### src/rtl/seq_counter_pkg.sv
// Shared FSM state encoding and count-direction constants for seq_counter.
// Declarations only, no logic.
package seq_counter_pkg;

   typedef enum logic [1:0] {
      S_IDLE = 2'b00,
      S_RUN  = 2'b01,
      S_DONE = 2'b10
   } state_e;

   localparam logic DIR_UP   = 1'b0;
   localparam logic DIR_DOWN = 1'b1;

endpackage

### src/rtl/seq_counter_step.sv
// Next-count and terminal-count logic: +/-1 modulo 2^WIDTH, wrap or hold at terminal.
// Purely combinational, zero latency, no flow control.
module seq_counter_step
   import seq_counter_pkg::*;
#(
   parameter int WIDTH    = 5,
   parameter int LIMIT    = 31,
   parameter int SATURATE = 0
) (
   input  logic [WIDTH-1:0] i_count,
   input  logic             i_dir,
   output logic [WIDTH-1:0] o_count_nxt,
   output logic             o_tc
);

   localparam logic [WIDTH-1:0] L_TERM = WIDTH'(LIMIT);

   logic w_tc;

   assign w_tc = (i_dir == DIR_DOWN) ? (i_count == '0) : (i_count == L_TERM);
   assign o_tc = w_tc;

   // Terminal handling only matters in free-run; the sequencer never steps at terminal.
   always_comb begin
      o_count_nxt = i_count;
      if (w_tc && (SATURATE != 0)) begin
         o_count_nxt = i_count;
      end else if (w_tc) begin
         o_count_nxt = (i_dir == DIR_DOWN) ? L_TERM : '0;
      end else if (i_dir == DIR_DOWN) begin
         o_count_nxt = i_count - 1'b1;
      end else begin
         o_count_nxt = i_count + 1'b1;
      end
   end

endmodule

### src/rtl/seq_counter.sv
// Up/down counter with load, wrap/saturate and optional start/busy/done sequencer.
// count/busy/done registered (one edge), tc combinational; stalls only via i_en.
module seq_counter
   import seq_counter_pkg::*;
#(
   parameter int WIDTH    = 5,
   parameter int LIMIT    = 31,
   parameter int SEQ      = 1,
   parameter int SATURATE = 0
) (
   input  logic             i_clk,
   input  logic             i_clr_n,
   input  logic             i_en,
   input  logic             i_dir,
   input  logic             i_load,
   input  logic [WIDTH-1:0] i_load_val,
   input  logic             i_start,
   output logic [WIDTH-1:0] o_count,
   output logic             o_tc,
   output logic             o_busy,
   output logic             o_done
);

   localparam logic [WIDTH-1:0] L_TERM = WIDTH'(LIMIT);

   state_e           r_state;
   state_e           w_state_nxt;
   logic [WIDTH-1:0] r_count;
   logic [WIDTH-1:0] w_count_nxt;
   logic [WIDTH-1:0] w_step_nxt;
   logic             w_tc;
   logic             w_start;

   seq_counter_step #(
      .WIDTH   (WIDTH),
      .LIMIT   (LIMIT),
      .SATURATE(SATURATE)
   ) u_step (
      .i_count    (r_count),
      .i_dir      (i_dir),
      .o_count_nxt(w_step_nxt),
      .o_tc       (w_tc)
   );

   // load outranks start on the same edge
   assign w_start = (SEQ != 0) && i_start && !i_load;

   always_ff @(posedge i_clk or negedge i_clr_n) begin
      if (!i_clr_n) begin
         r_state <= S_IDLE;
      end else begin
         r_state <= w_state_nxt;
      end
   end

   always_comb begin
      w_state_nxt = r_state;
      if (SEQ != 0) begin
         case (r_state)
            S_IDLE:  if (w_start) w_state_nxt = S_RUN;
            S_RUN:   if (!i_load && !w_start && i_en && w_tc) w_state_nxt = S_DONE;
            S_DONE:  w_state_nxt = w_start ? S_RUN : S_IDLE;
            default: w_state_nxt = S_IDLE;
         endcase
      end else begin
         w_state_nxt = S_IDLE;
      end
   end

   always_comb begin
      o_busy = 1'b0;
      o_done = 1'b0;
      if (SEQ != 0) begin
         o_busy = (r_state == S_RUN);
         o_done = (r_state == S_DONE);
      end
   end

   // In RUN the terminal edge holds the count; the FSM moves to DONE instead.
   always_comb begin
      w_count_nxt = r_count;
      if (i_load) begin
         w_count_nxt = i_load_val;
      end else if (SEQ != 0) begin
         if (w_start) begin
            w_count_nxt = (i_dir == DIR_UP) ? '0 : L_TERM;
         end else if ((r_state == S_RUN) && i_en && !w_tc) begin
            w_count_nxt = w_step_nxt;
         end
      end else if (i_en) begin
         w_count_nxt = w_step_nxt;
      end
   end

   always_ff @(posedge i_clk or negedge i_clr_n) begin
      if (!i_clr_n) begin
         r_count <= '0;
      end else begin
         r_count <= w_count_nxt;
      end
   end

   assign o_count = r_count;
   assign o_tc    = w_tc;

endmodule

### config.mk
export PLATFORM = sky130hd
export DESIGN_NAME = seq_counter
export DESIGN_NICKNAME = d
export VERILOG_FILES = /design/src/rtl/seq_counter_pkg.sv /design/src/rtl/seq_counter_step.sv /design/src/rtl/seq_counter.sv
export SDC_FILE = /design/constraint.sdc
export NUM_CORES = 1
export LEC_CHECK = 0
export BUFFER_PORTS_ARGS = -buffer_cell sky130_fd_sc_hd__buf_2
export CAP_MARGIN = 20
export CORE_MARGIN = 3
export CORE_UTILIZATION = 35
export DETAILED_ROUTE_END_ITERATION = 12
export PLACE_DENSITY = 0.68
export SYNTH_ARGS = -nofsm -noshare
export SYNTH_HDL_FRONTEND = slang
export SYNTH_SLANG_ARGS = --single-unit
### constraint.sdc
create_clock -name i_clk -period 2.1 [get_ports i_clk]
set_input_delay 0.315 -clock i_clk [delete_from_list [all_inputs] [get_ports i_clk]]
set_output_delay 0.315 -clock i_clk [all_outputs]
set_load 0.005 [all_outputs]
==> results of run 1 <==
-- worst max-delay path, delay by kind of cell (launching register included) --
kind | cells | cell delay, ns
adder cells (fa/ha/maj) | 1 | 0.47
AO/OA/AOI/OAI | 4 | 0.64
XOR/XNOR | 1 | 0.09
flip-flops | 1 | 0.47
-- power by group --
part / internal (mW) / leakage, nW / switching, mW
clock network: 0.0720 / 0.0150 / 0.0426
registers: 0.151 / 0.0807 / 0.0306
logic: 0.0915 / 0.240 / 0.0844
-- cell families after synthesis --
family / count (synthesis)
AND/OR/NAND/NOR: 26
adder cells (fa/ha/maj): 4
AO/OA/AOI/OAI: 20
buffers and inverters: 2
flip-flops: 7
XOR/XNOR: 5
-- metal layers --
layer | share of wire, % | GRT usage, %
met4 | 0 | 3.31
met5 | 0 | 0
met1 | 45 | 19.7
met2 | 49 | 21.1
met3 | 5.6 | 6.90
-- state kept, by name, indices dropped and copies added, names as in the netlist --
register	flops
r_state	2
o_count	5
-- final cells by class --
class	count	area, µm²
Sequential cell	7	175
Inverter	1	3.75
Tap cell	16	20.0
Fill cell	152	825
Timing Repair Buffer	19	100
Multi-Input combinational cell	55	409
Clock buffer	4	26.3
-- how the worst min path moves through the flow --
| stage | startpoint | endpoint | slack, ns | cells past startpoint |
|---|---|---|---|---|
| 2_1_floorplan | i_clr_n | o_count[0] | 0.02 | 0 |
| 3_3_place_gp | i_clr_n | o_count[2] | 0.15 | 1 |
| 3_5_place_dp | i_clr_n | r_state[1] | 0.15 | 1 |
| 4_1_cts | i_load_val[1] | o_count[1] | 0.36 | 3 |
| 5_1_grt | i_load_val[1] | o_count[1] | 0.37 | 3 |
| 6_report | i_load_val[1] | o_count[1] | 0.36 | 3 |
-- layout by cell type, fill, tap and decap left out, drive strengths merged, types with 2 or more instances in the layout --
cell     n
buf     18
nor2    11
dfrtp    7
a21oi    6
o21ai    5
clkbuf   4
nand2    3
a21o     3
xnor2    3
ha       3
a221oi   3
nand3b   2
nor2b    2
xor2     2
-- what timing repair did --
action | 4_1_cts | 5_1_grt
setup endpoints to repair | 0 | 0
hold buffers | 1 | 0
endpoints found under the hold margin | 7 | 0
-- stage by stage --
stage	total power, mW	hold slack (ns)
floorplan	0.300	0.0194
detailed placement	0.359	0.151
global placement	0.357	0.152
CTS	0.478	0.361
finish	0.472	0.364
global route	0.518	0.372
==> impl_summary.log, run 1 <==
INFO  metric run_status = complete, no violations
INFO  metric routed-via-count = 571
INFO  metric cts-buffers-inserted = 3
INFO  metric synth.avg_cell_area = 9.36 µm²
INFO  metric final_cell_count_no_fill = 102
INFO  metric netlist_instances = 64
INFO  metric htree_levels = 1
INFO  metric rsz0062_at_grt = no
INFO  metric global_route.overflow_total = 0
INFO  metric cts_root_buffer = clkbuf_4
INFO  metric reg2reg_slack = 0.31 ns
INFO  metric routed_wire_length_per_instance = 13.6 µm
INFO  metric data_arrival_critical_path = 1.91 ns
INFO  metric synth-edff-count = 0
INFO  metric grt_usage = 14.6%
INFO  metric post_synth_mux_area_share = 0%
INFO  metric final_core_utilization = 47.1%
INFO  metric final.setup.worst_slack = 0.307 ns
INFO  metric num-nets-final = 102
INFO  metric post-synth-top-area-fraction = 29.2%
INFO  metric die-width = 47.4 µm
INFO  metric critical_path_class = register to register
INFO  metric fin_area = 734 µm²
INFO  metric clock_path_buffers = 2
INFO  metric max_cap_viol_count = 0
INFO  metric place.detailed.hpwl = 1.13 mm
INFO  metric grt_max_degree = 11
INFO  metric syn-num-nets = 79
INFO  metric clock_latency = 0.24 ns
INFO  metric routabilityCongestion = 0.849
INFO  metric compound_gate_portion_of_the_synthesized_area = 24.0%
INFO  metric final_setup_violation_count = 0
INFO  metric r2r_start = o_count[0]
INFO  metric hold_path_class = input port to register
INFO  metric cp_slowest_stage_delay = 0.47 ns
INFO  metric timing.final.crit_period = 1.79 ns
INFO  metric synth.top_cells.by_count = nor2_1, dfrtp_1, a21oi_1, o21ai_0
INFO  metric flip_flop_cell_with_the_highest_count_after_synthesis = dfrtp_1
INFO  metric placement.io_buffers = 18
INFO  metric cell_breakdown_of_the_critical_path = fa_1, a21o_1, a21oi_1, xnor2_1, a21oi_1, o22ai_1
INFO  metric critical_path.reg2reg.endpoint = o_count[4]
INFO  metric synthToLayoutAreaGrowth = 22.5%
INFO  metric clock_tree_from_tritoncts = yes
INFO  metric critical_path_required = 2.22 ns
INFO  metric vdd_ir_drop_max = 0.000428 V
INFO  metric ioPinCount = 19
INFO  metric powerDensity = 643 mW/mm²
INFO  metric wirelength = 1.39 mm
INFO  metric slowest_library_cell_on_the_worst_path = dfrtp_1
INFO  metric setup.worst_path.end = o_count[4]
INFO  metric post-synth-top-count-cell = nor2_1
INFO  metric floorplan.initialDensity = 38.4%
INFO  metric n_antenna_cell = 0
INFO  metric netlist.top_cell.by_area = dfrtp_1
INFO  metric power.static_leakage = 0.335 nW
INFO  metric post_synth_fa_ha_maj_area_fraction = 9.60%
INFO  metric setup_total_neg_slack = 0 ns
INFO  metric grt_pass1_vias = 509
INFO  metric synth-warning-count = 0
INFO  metric finClkSkew = 0.00548 ns
INFO  metric clkSinkCount = 7
INFO  metric drive_above_1_share = 34.9%
INFO  metric synthXorXnorAreaFrac = 7.31%
INFO  metric period_share = 85.4%
INFO  metric worstMarginPinSlew = 0.465 ns
INFO  metric synth_seq_area_share = 29.2%
INFO  metric route.detailed.vias_per_inst = 5.60
INFO  metric final_antenna_net_count = 0
INFO  metric synth_async_sr_flop_share = 100%
INFO  metric count_of_pins_over_their_slew_limit = 0
INFO  metric number_of_cell_instances_on_the_worst_register_to_register_path = 6
INFO  metric cts_setup_buffers = 0
INFO  metric antenna_found_initial = 0
INFO  metric floorplan.rows = 14
INFO  metric cts.clk_slew.worst_paths = 0.05 ns
INFO  metric cts-resized-gates = 0
INFO  metric dpl_cell_area = 698 µm²
INFO  metric max_clock_freq = 0.558 GHz
INFO  metric post_synth_num_cell_types = 27
INFO  metric dominant_cell_type_by_count_on_the_critical_path = a21oi_1
INFO  metric worstSetupEndpointType = register
INFO  metric dp.cells = 97
INFO  metric crit_path_start_kind = register
INFO  metric synth.ff_latch_count = 7
INFO  metric hold_viol_final = 0
INFO  metric synth.top_cells.by_area = dfrtp_1, nor2_1, ha_1
INFO  metric pre_cts_slack = 0.294 ns
INFO  metric detailedRoute.firstPassIterationCount = 4
INFO  metric fp.dieH = 47.4 µm
INFO  metric grt_pass1_wl = 2.25 mm
INFO  metric route.detailed.drc = 0
INFO  metric drtIter0Drc = 14
INFO  metric synthesis.area = 599 µm²
INFO  metric die_area = 0.00224 mm²
INFO  metric setup.worst_path.start = o_count[0]
INFO  metric synth_simple_gate_area_share = 27.3%
INFO  metric critical_path.max_fanout = 7
INFO  metric main_combinational_cell_family_by_area_after_synthesis = simple AND/OR/NAND/NOR gates
INFO  metric placeableCoreArea = 0.00156 mm²
INFO  metric slew_headroom = 68.9%
Power figures use the tool's default switching activity.
==> inputs of run 2 (changes only) <==
Settings changed: PLACE_DENSITY 0.68 to 0.58.
==> run 2 against run 1 <==
Wire length up 4.0%. Sequential power about the same. Worst hold slack worse by 0.0016 ns. Die area unchanged. Clock-buffer cell count unchanged. Fmax up 1.1%. Critical path depth unchanged. Clock skew down 0.0024 ns. Register-to-register slack better by 0.02 ns.
==> impl_summary.log, run 2 (synthesized netlist as in run 1, its figures left out) <==
INFO  metric n_antenna_cell = 0 (unchanged)
INFO  metric final_antenna_net_count = 0 (unchanged)
INFO  metric max_clock_freq = 0.564 GHz (was 0.558 GHz)
INFO  metric power.share.combinational = 36.6% (was 37.2%)
INFO  metric final_core_utilization = 47.1% (unchanged)
INFO  metric clock_power_share = 25.4% (was 24.3%)
INFO  metric data_arrival_critical_path = 1.90 ns (was 1.91 ns)
INFO  metric floorplan.rows = 14 (unchanged)
INFO  metric routabilityCongestion = 0.769 (was 0.849)
INFO  metric critical_path.max_fanout = 7 (unchanged)
INFO  metric grt_max_degree = 11 (unchanged)
INFO  metric fp.dieH = 47.4 µm (unchanged)
INFO  metric final.setup.worst_slack = 0.326 ns (was 0.307 ns)
INFO  metric place.detailed.hpwl = 1.14 mm (was 1.13 mm)
INFO  metric placement.io_buffers = 18 (unchanged)
INFO  metric cts_root_buffer = clkbuf_4 (unchanged)
INFO  metric slew_headroom = 70.9% (was 68.9%)
INFO  metric route.detailed.vias_per_inst = 5.34 (was 5.60)
INFO  metric grt_pass1_vias = 506 (was 509)
INFO  metric power.static_leakage = 0.335 nW (unchanged)
INFO  metric cts.clk_slew.worst_paths = 0.05 ns (about the same)
INFO  metric wirelength = 1.44 mm (was 1.39 mm)
INFO  metric num-nets-final = 102 (unchanged)
INFO  metric ioPinCount = 19 (unchanged)
INFO  metric powerDensity = 652 mW/mm² (was 643 mW/mm²)
INFO  metric setup_total_neg_slack = 0 ns (unchanged)
INFO  metric cts_setup_buffers = 0 (unchanged)
INFO  metric placeableCoreArea = 0.00156 mm² (unchanged)
INFO  metric worstSetupEndpointType = register (unchanged)
INFO  metric clock_path_buffers = 2 (unchanged)
INFO  metric crit_path_start_kind = register (unchanged)
INFO  metric final_common_cell = buf_2 (unchanged)
INFO  metric sequentialPowerShare = 38.0% (was 38.5%)
INFO  metric p_sw_share = 34.3% (was 33.4%)
INFO  metric count_of_pins_over_their_slew_limit = 0 (unchanged)
INFO  metric final_setup_violation_count = 0 (unchanged)
INFO  metric mostFrequentLayoutCells = buf_2, nor2_1, dfrtp_1 (unchanged)
INFO  metric clock_latency = 0.25 ns (was 0.24 ns)
INFO  metric drtIter0Drc = 12 (was 14)
INFO  metric routed_wire_length_per_instance = 14.1 µm (was 13.6 µm)
INFO  metric die-width = 47.4 µm (unchanged)
INFO  metric number_of_flip_flops_under_the_largest_register_name = 5 (unchanged)
INFO  metric hold_viol_final = 0 (unchanged)
INFO  metric vdd_ir_drop_max = 0.000381 V (was 0.000428 V)
INFO  metric route.detailed.drc = 0 (unchanged)
INFO  metric antenna_found_initial = 0 (unchanged)
INFO  metric drive_above_1_share = 34.9% (unchanged)
INFO  metric detailedRoute.firstPassIterationCount = 4 (unchanged)
INFO  metric routed-via-count = 545 (was 571)
INFO  metric critical_path_required = 2.22 ns (about the same)
INFO  metric floorplan.initialDensity = 38.4% (unchanged)
INFO  metric hold_path_class = input port to register (unchanged)
INFO  metric cts-buffers-inserted = 3 (unchanged)
INFO  metric worstMarginPinSlew = 0.434 ns (was 0.465 ns)
INFO  metric die_area = 0.00224 mm² (unchanged)
INFO  metric dpl_cell_area = 698 µm² (unchanged)
INFO  metric timing.final.crit_period = 1.77 ns (was 1.79 ns)
INFO  metric run_status = complete, no violations (unchanged)
INFO  metric synthToLayoutAreaGrowth = 22.5% (unchanged)
INFO  metric htree_levels = 1 (unchanged)
INFO  metric switchingPower = 164 µW (was 158 µW)
INFO  metric fin_area = 734 µm² (unchanged)
INFO  metric critical_path_class = register to register (unchanged)
INFO  metric global_route.overflow_total = 0 (unchanged)
INFO  metric internal_cell_power = 315 µW (about the same)
INFO  metric max_cap_viol_count = 0 (unchanged)
INFO  metric period_share = 84.5% (was 85.4%)
INFO  metric clock_tree_from_tritoncts = yes (unchanged)
INFO  metric cts.hold.buffers_added = 1 (unchanged)
INFO  metric clkSinkCount = 7 (unchanged)
INFO  metric finClkSkew = 0.00305 ns (was 0.00548 ns)
INFO  metric rsz0062_at_grt = no (unchanged)
INFO  metric pre_cts_slack = 0.316 ns (was 0.294 ns)
INFO  metric cts-resized-gates = 0 (unchanged)
INFO  metric grt_pass1_wl = 2.27 mm (was 2.25 mm)
INFO  metric grt_usage = 14.7% (was 14.6%)
run 2: cell counts in the layout (fill, tap and decap cells not counted):
No cell type changed its count.
run 2: final cells by class:
class / instances / area [µm²]
fill: 156 / 825
inverter: 1 / 3.75
clock buffer: 4 / 26.3
sequential: 7 / 175
tap: 16 / 20.0
timing repair buffer: 19 / 100
multi-input combinational: 55 / 409
run 2: path summary, 6_finish.rpt:
path                               start    endpoint  slack (ns)  cells past startpoint
max in group asynchronous        i_clr_n  o_count[0]        1.52                      2
min                        i_load_val[1]  o_count[1]        0.36                      3
max reg2reg                   o_count[0]  o_count[4]        0.33                      6
min in group asynchronous        i_clr_n  o_count[2]        0.42                      2
max                           o_count[0]  o_count[4]        0.33                      6
min reg2reg                   r_state[1]  r_state[1]        0.56                      3
run 2: through the flow:
step | power (mW) | hold slack, ns | cells
after floorplan | 0.300 | 0.0194 | 64
after global placement | 0.360 | 0.155 | 97
after detailed placement | 0.359 | 0.154 | 97
after CTS | 0.488 | 0.357 | 102
after global routing | 0.519 | 0.391 | 102
final | 0.479 | 0.362 | 102
run 2: power by group through the flow:
stage	clock [mW]	combinational [mW]	sequential, mW
after floorplan	0	0.121	0.179
after global placement	0	0.174	0.186
after detailed placement	0	0.175	0.184
after CTS	0.129	0.177	0.182
after global routing	0.133	0.200	0.186
final	0.121	0.175	0.182
run 2: layer usage:
| metal | vias to the layer above | track usage [%] | share of wire [%] |
|---|---|---|---|
| met2 | 8 | 21.1 | 47 |
| met5 | - | 0 | 0 |
| met3 | 0 | 3.07 | 3.5 |
| li1 | 282 | - | - |
| met4 | 0 | 6.08 | 0 |
| met1 | 255 | 21.3 | 50 |
run 2: critical path, stage by stage (launching register included):
cell     delay (ns)
dfrtp_1        0.48
fa_1           0.46
a21o_1         0.19
a21oi_1        0.17
xnor2_1        0.09
a21oi_1        0.16
o22ai_1        0.10
